File: src/rtl/fetch_unit.sv
// rtl/fetch_unit.sv - instruction-fetch front end with prefetch queue and redirect flush
// Responses are matched to issue PCs through a tag FIFO; redirects drop every unreturned fetch.
module fetch_unit #(
    parameter int ADDR_W  = 11,
    parameter int INSTR_W = 32,
    parameter int DEPTH   = 4
) (
    input  logic                         clk,
    input  logic                         rst_n,
    input  logic [ADDR_W-1:0]            start_pc,
    output logic                         imem_req,
    output logic [ADDR_W-1:0]            imem_addr,
    input  logic                         imem_gnt,
    input  logic                         imem_rvalid,
    input  logic [INSTR_W-1:0]           imem_rdata,
    input  logic                         redirect,
    input  logic [ADDR_W-1:0]            redirect_pc,
    output logic                         instr_valid,
    input  logic                         instr_ready,
    output logic [INSTR_W-1:0]           instr,
    output logic [ADDR_W-1:0]            instr_pc,
    output logic [$clog2(DEPTH+1)-1:0]   occupancy
);
    localparam int CW = $clog2(DEPTH + 1);
    localparam int PW = $clog2(DEPTH);

    function automatic logic [PW-1:0] ptr_inc(input logic [PW-1:0] p);
        return (p == PW'(DEPTH - 1)) ? '0 : p + PW'(1);
    endfunction

    logic [ADDR_W-1:0]  fetch_pc_q, fetch_pc_d;
    logic [CW-1:0]      count_q, count_d;
    logic [CW-1:0]      inflight_q, inflight_d;
    logic [CW-1:0]      drop_q, drop_d;
    logic [PW-1:0]      head_q, head_d, tail_q, tail_d;
    logic [PW-1:0]      tag_head_q, tag_head_d, tag_tail_q, tag_tail_d;

    logic [INSTR_W-1:0] q_instr_mem [DEPTH];
    logic [ADDR_W-1:0]  q_pc_mem    [DEPTH];
    logic [ADDR_W-1:0]  tag_mem     [DEPTH];

    logic [CW:0]        budget;
    logic               accept, rsp, push, pop;

    // Issue credit uses registered occupancy only, so a same-cycle pop never frees a slot.
    assign budget      = {1'b0, count_q} + {1'b0, inflight_q};
    assign imem_req    = rst_n && !redirect && (budget < (CW+1)'(DEPTH));
    assign imem_addr   = fetch_pc_q;
    assign accept      = imem_req && imem_gnt;
    assign rsp         = imem_rvalid && (inflight_q != '0);
    assign push        = rsp && (drop_q == '0) && !redirect;
    assign instr_valid = (count_q != '0) && !redirect;
    assign pop         = instr_valid && instr_ready;
    assign instr       = q_instr_mem[head_q];
    assign instr_pc    = q_pc_mem[head_q];
    assign occupancy   = count_q;

    always_comb begin
        fetch_pc_d = fetch_pc_q;
        head_d     = head_q;
        tail_d     = tail_q;
        tag_head_d = tag_head_q;
        tag_tail_d = tag_tail_q;
        drop_d     = drop_q;
        inflight_d = inflight_q + CW'(accept) - CW'(rsp);
        count_d    = count_q + CW'(push) - CW'(pop);
        if (accept) begin
            fetch_pc_d = fetch_pc_q + ADDR_W'(1);
            tag_tail_d = ptr_inc(tag_tail_q);
        end
        if (rsp) begin
            tag_head_d = ptr_inc(tag_head_q);
        end
        if (rsp && (drop_q != '0)) begin
            drop_d = drop_q - CW'(1);
        end
        if (push) begin
            tail_d = ptr_inc(tail_q);
        end
        if (pop) begin
            head_d = ptr_inc(head_q);
        end
        // A response landing in the redirect cycle is already removed from inflight_d.
        if (redirect) begin
            count_d    = '0;
            head_d     = '0;
            tail_d     = '0;
            fetch_pc_d = redirect_pc;
            drop_d     = inflight_d;
        end
    end

    always_ff @(posedge clk) begin
        if (!rst_n) begin
            fetch_pc_q <= start_pc;
            count_q    <= '0;
            inflight_q <= '0;
            drop_q     <= '0;
            head_q     <= '0;
            tail_q     <= '0;
            tag_head_q <= '0;
            tag_tail_q <= '0;
        end else begin
            fetch_pc_q <= fetch_pc_d;
            count_q    <= count_d;
            inflight_q <= inflight_d;
            drop_q     <= drop_d;
            head_q     <= head_d;
            tail_q     <= tail_d;
            tag_head_q <= tag_head_d;
            tag_tail_q <= tag_tail_d;
        end
    end

    always_ff @(posedge clk) begin
        if (accept) begin
            tag_mem[tag_tail_q] <= fetch_pc_q;
        end
        if (rst_n && push) begin
            q_instr_mem[tail_q] <= imem_rdata;
            q_pc_mem[tail_q]    <= tag_mem[tag_head_q];
        end
    end

    always_ff @(posedge clk) begin
        if (rst_n) begin
            assert (budget <= (CW+1)'(DEPTH));
            assert (drop_q <= inflight_q);
            assert (!(push && (count_q == CW'(DEPTH))));
        end
    end
endmodule

File: config.mk
export PLATFORM = sky130hd
export DESIGN_NAME = fetch_unit
export DESIGN_NICKNAME = d
export VERILOG_FILES = /design/src/rtl/fetch_unit.sv
export SDC_FILE = /design/constraint.sdc
export NUM_CORES = 1
export LEC_CHECK = 0
export CAP_MARGIN = 15
export CORE_MARGIN = 2
export CORE_UTILIZATION = 40
export DETAILED_ROUTE_END_ITERATION = 10
export GPL_TIMING_DRIVEN = 0
export HOLD_SLACK_MARGIN = 0.15
export REMOVE_ABC_BUFFERS = 1
export SYNTH_ARGS = -nofsm -noshare
export SYNTH_HDL_FRONTEND = slang
export SYNTH_SLANG_ARGS = --single-unit
File: constraint.sdc
create_clock -name clk -period 2.56 [get_ports clk]
set_input_delay 0.256 -clock clk [delete_from_list [all_inputs] [get_ports clk]]
set_output_delay 0.256 -clock clk [all_outputs]
set_load 0.02 [all_outputs]
==> out/summary.txt <==
Slowest CP cell: fa_2
GRT Util Overall: 14.6%
Layout area overhead: 29.3%
CP arrival: 3.06 ns
Critical path type: reg2reg
Worst hold slack: 0.295 ns
ANT nets after route: 0
Worst min-delay path startpoint: rst_n
Setup violators final: 4
Final routed DRC violation total: 0
Max clock buf depth: 3
Post-synth ARST share: 0%
H-tree Lvls: 1
Root Buffer: clkbuf_16
CTS tree: yes
Design Power: 9.65 mW
PwrDens: 776 nW/um^2
Synth Flop Type: edfxtp_1
Setup ws final: -0.0790 ns
Cell repeated most along the worst path: ha_4
Top post-synthesis cells by count: edfxtp_1 (227), mux4_2 (54), dfxtp_1 (21)
Slew Viols, Final: 0
Worst Tran Pin Value: 0.781 ns
Syn avg cell area: 20.0 um^2
Max Freq: 379 MHz
LEAKAGE: 4.15 nW
Area of the die: 25300 um^2
CP Capture Type: register
Max cap viols: 0
GPL Wtd Cong: 0.773
# rows: 56
Area leader, netlist: edfxtp_1
Top-count cell post-synth: edfxtp_1
Hold path depth: 3
Initial DRC count: 299
Initial Utilization: 40.8%
Setup crit start kind: register
Max incr delay on CP: 0.55 ns
Largest cells by area after synthesis: edfxtp_1 (71%), mux4_2 (13%), dfxtp_1 (4.4%)
Vias/cell: 5.07
Yosys reg bits: 248
I/O Buffers: 118
Cell count of the worst reg-to-reg path: 10
Post-DR wirelength/cell: 19.0 um
Fin crit share: 103%
Worst VDD drop: 0.489 mV
Synth Cell Area: 9610 um^2
Top-area cell type share of the netlist area: 70.9%
Number of enable flip-flop cells after synthesis: 227
Seq/Total Area, Yosys: 75.3%
First-pass GRT wire length: 29200 um
Core area: 23500 um^2
Vias in the first global route: 5349
CTS sink cnt: 248
Drt total wl: 18400 um
Synth cell types: 35
RSZ-0062 raised after global routing: true
Outcome: complete, but fails checks
Initial antenna violation count: 0
GRT overflow: 0
DPL Wire Length: 11100 um
Drt pass-1 iters: 4
Post-Synthesis Cells: 481
CTS buffer count: 26
Worst slew margin: 47.8%
Final design utilization: 52.8%
Worst-path maximum fanout: 2
Die width: 159 um
Largest net degree at the start of global routing: 27
Num ports: 119
Synth warn: 0
Non-filler instance count after layout: 968
Failing checks: negative setup slack
Crit path launch: inflight_q[1]$_SDFF_PN0_
Clk_skew: 0.0164 ns
Tmin final: 2.64 ns
Fin. Hold Viols: 0
Ratio of cells with drive above 1 in the final layout: 22.7%
Hold crit path type: in2reg
Nets: 710
RR Startpoint: inflight_q[1]$_SDFF_PN0_
Clock slew at reported path FFs: 0.06 ns
WP data required: 2.98 ns
Via count: 4904
Die height: 159 um
N_diodes: 0
Dpl cells: 905
Worst-Skew Late Latency: 0.51 ns
CP cell instances: ha_4 > a311o_2 > nor4b_4 > inv_2 > ha_4 > inv_2 > ha_4 > fa_2 > nand3_2 > o311ai_2
==> cells in the final DEF (no fill, tap or decap), types with 11 or more instances in the layout <==
cell / netlist / final
a21oi_1: 14 / 14
clkdlybuf4s50_1: 0 / 88
edfxtp_1: 227 / 227
inv_1: 18 / 16
buf_4: 0 / 12
nor2_1: 15 / 13
ha_1: 19 / 15
dlygate4sd2_1: 0 / 19
xnor2_1: 12 / 11
nand2_1: 14 / 13
clkbuf_16: 0 / 27
mux4_2: 54 / 54
dfxtp_1: 21 / 15
==> cell families after synthesis <==
family	after synthesis	share of synthesized area, %
flops	248	75.3
fa+ha+maj	21	2.89
simple gates	70	3.85
mux	59	13.2
buf+inv	37	1.52
xor+xnor	12	1.09
compound gates	34	2.16
==> power breakdown <==
| part | total, mW | switching, mW | internal [mW] |
|---|---|---|---|
| logic | 1.13 | 0.558 | 0.571 |
| registers | 4.81 | 0.160 | 4.65 |
| clock network | 3.71 | 1.43 | 2.28 |
| total | 9.65 | 2.15 | 7.49 |
==> area by class of cell <==
cell class / instances / area [um^2]
Tap cell: 319 / 399
Multi-Input combinational cell: 197 / 2370
Sequential cell: 248 / 7250
Clock buffer: 40 / 774
Fill cell: 1913 / 11100
Timing Repair Buffer: 138 / 1480
Clock inverter: 8 / 88.8
Inverter: 18 / 67.6
==> stage by stage <==
step | cell area (um^2) | TNS, ns | worst slack [ns]
after detailed placement | 11300 | -268.30 | -1.43
after CTS | 12300 | -0.197 | -0.109
after global placement | 11100 | -502.28 | -2.30
after floorplan | 9530 | -14.42 | -0.317
final | 12400 | -0.161 | -0.0790
after global routing | 12400 | -0.387 | -0.147
==> sequential cells by signal (all words and copies together), names as in the netlist, 3 cells and up, named ones only <==
register,cells
inflight_q,3
q_instr_mem,128
imem_addr,11
q_pc_mem,44
drop_q,3
tag_mem,44
occupancy,3
==> what timing repair did <==
action / 4_1_cts / 5_1_grt
endpoints found under the setup margin: 238 / 99
hold buffers: 0 / 0
resized for setup: 42 / 21
gates cloned: 1 / 1
hold endpoints to repair: 0 / 0
pin swaps: 8 / 5
buffers inserted: 12 / 2
==> routing by layer <==
metal / vias to the layer above / global-route usage, % / routed length (um)
met1: 2509 / 19.6 / 8200
met3: 27 / 2.34 / 884
met5: - / 0 / 0
met4: 0 / 3.84 / 348
met2: 140 / 24.9 / 8970
li1: 2228 / - / -
==> path summary, 6_finish.rpt <==
| kind | end | slack [ns] |
|---|---|---|
| max | drop_q[1]$_SDFFE_PN0P_ | -0.08 |
| min | tag_tail_q[1]$_SDFFE_PN0P_ | 0.29 |
| max reg2reg | drop_q[1]$_SDFFE_PN0P_ | -0.08 |
| min reg2reg | tag_head_q[1]$_SDFFE_PN0N_ | 0.49 |
==> worst max-delay path, delay by kind of cell, from the launching register on <==
family | cells | cell delay (ns)
flops | 1 | 0.36
simple gates | 2 | 0.43
fa+ha+maj | 4 | 1.19
buf+inv | 2 | 0.13
compound gates | 2 | 0.44
Power figures use the tool's default switching activity.
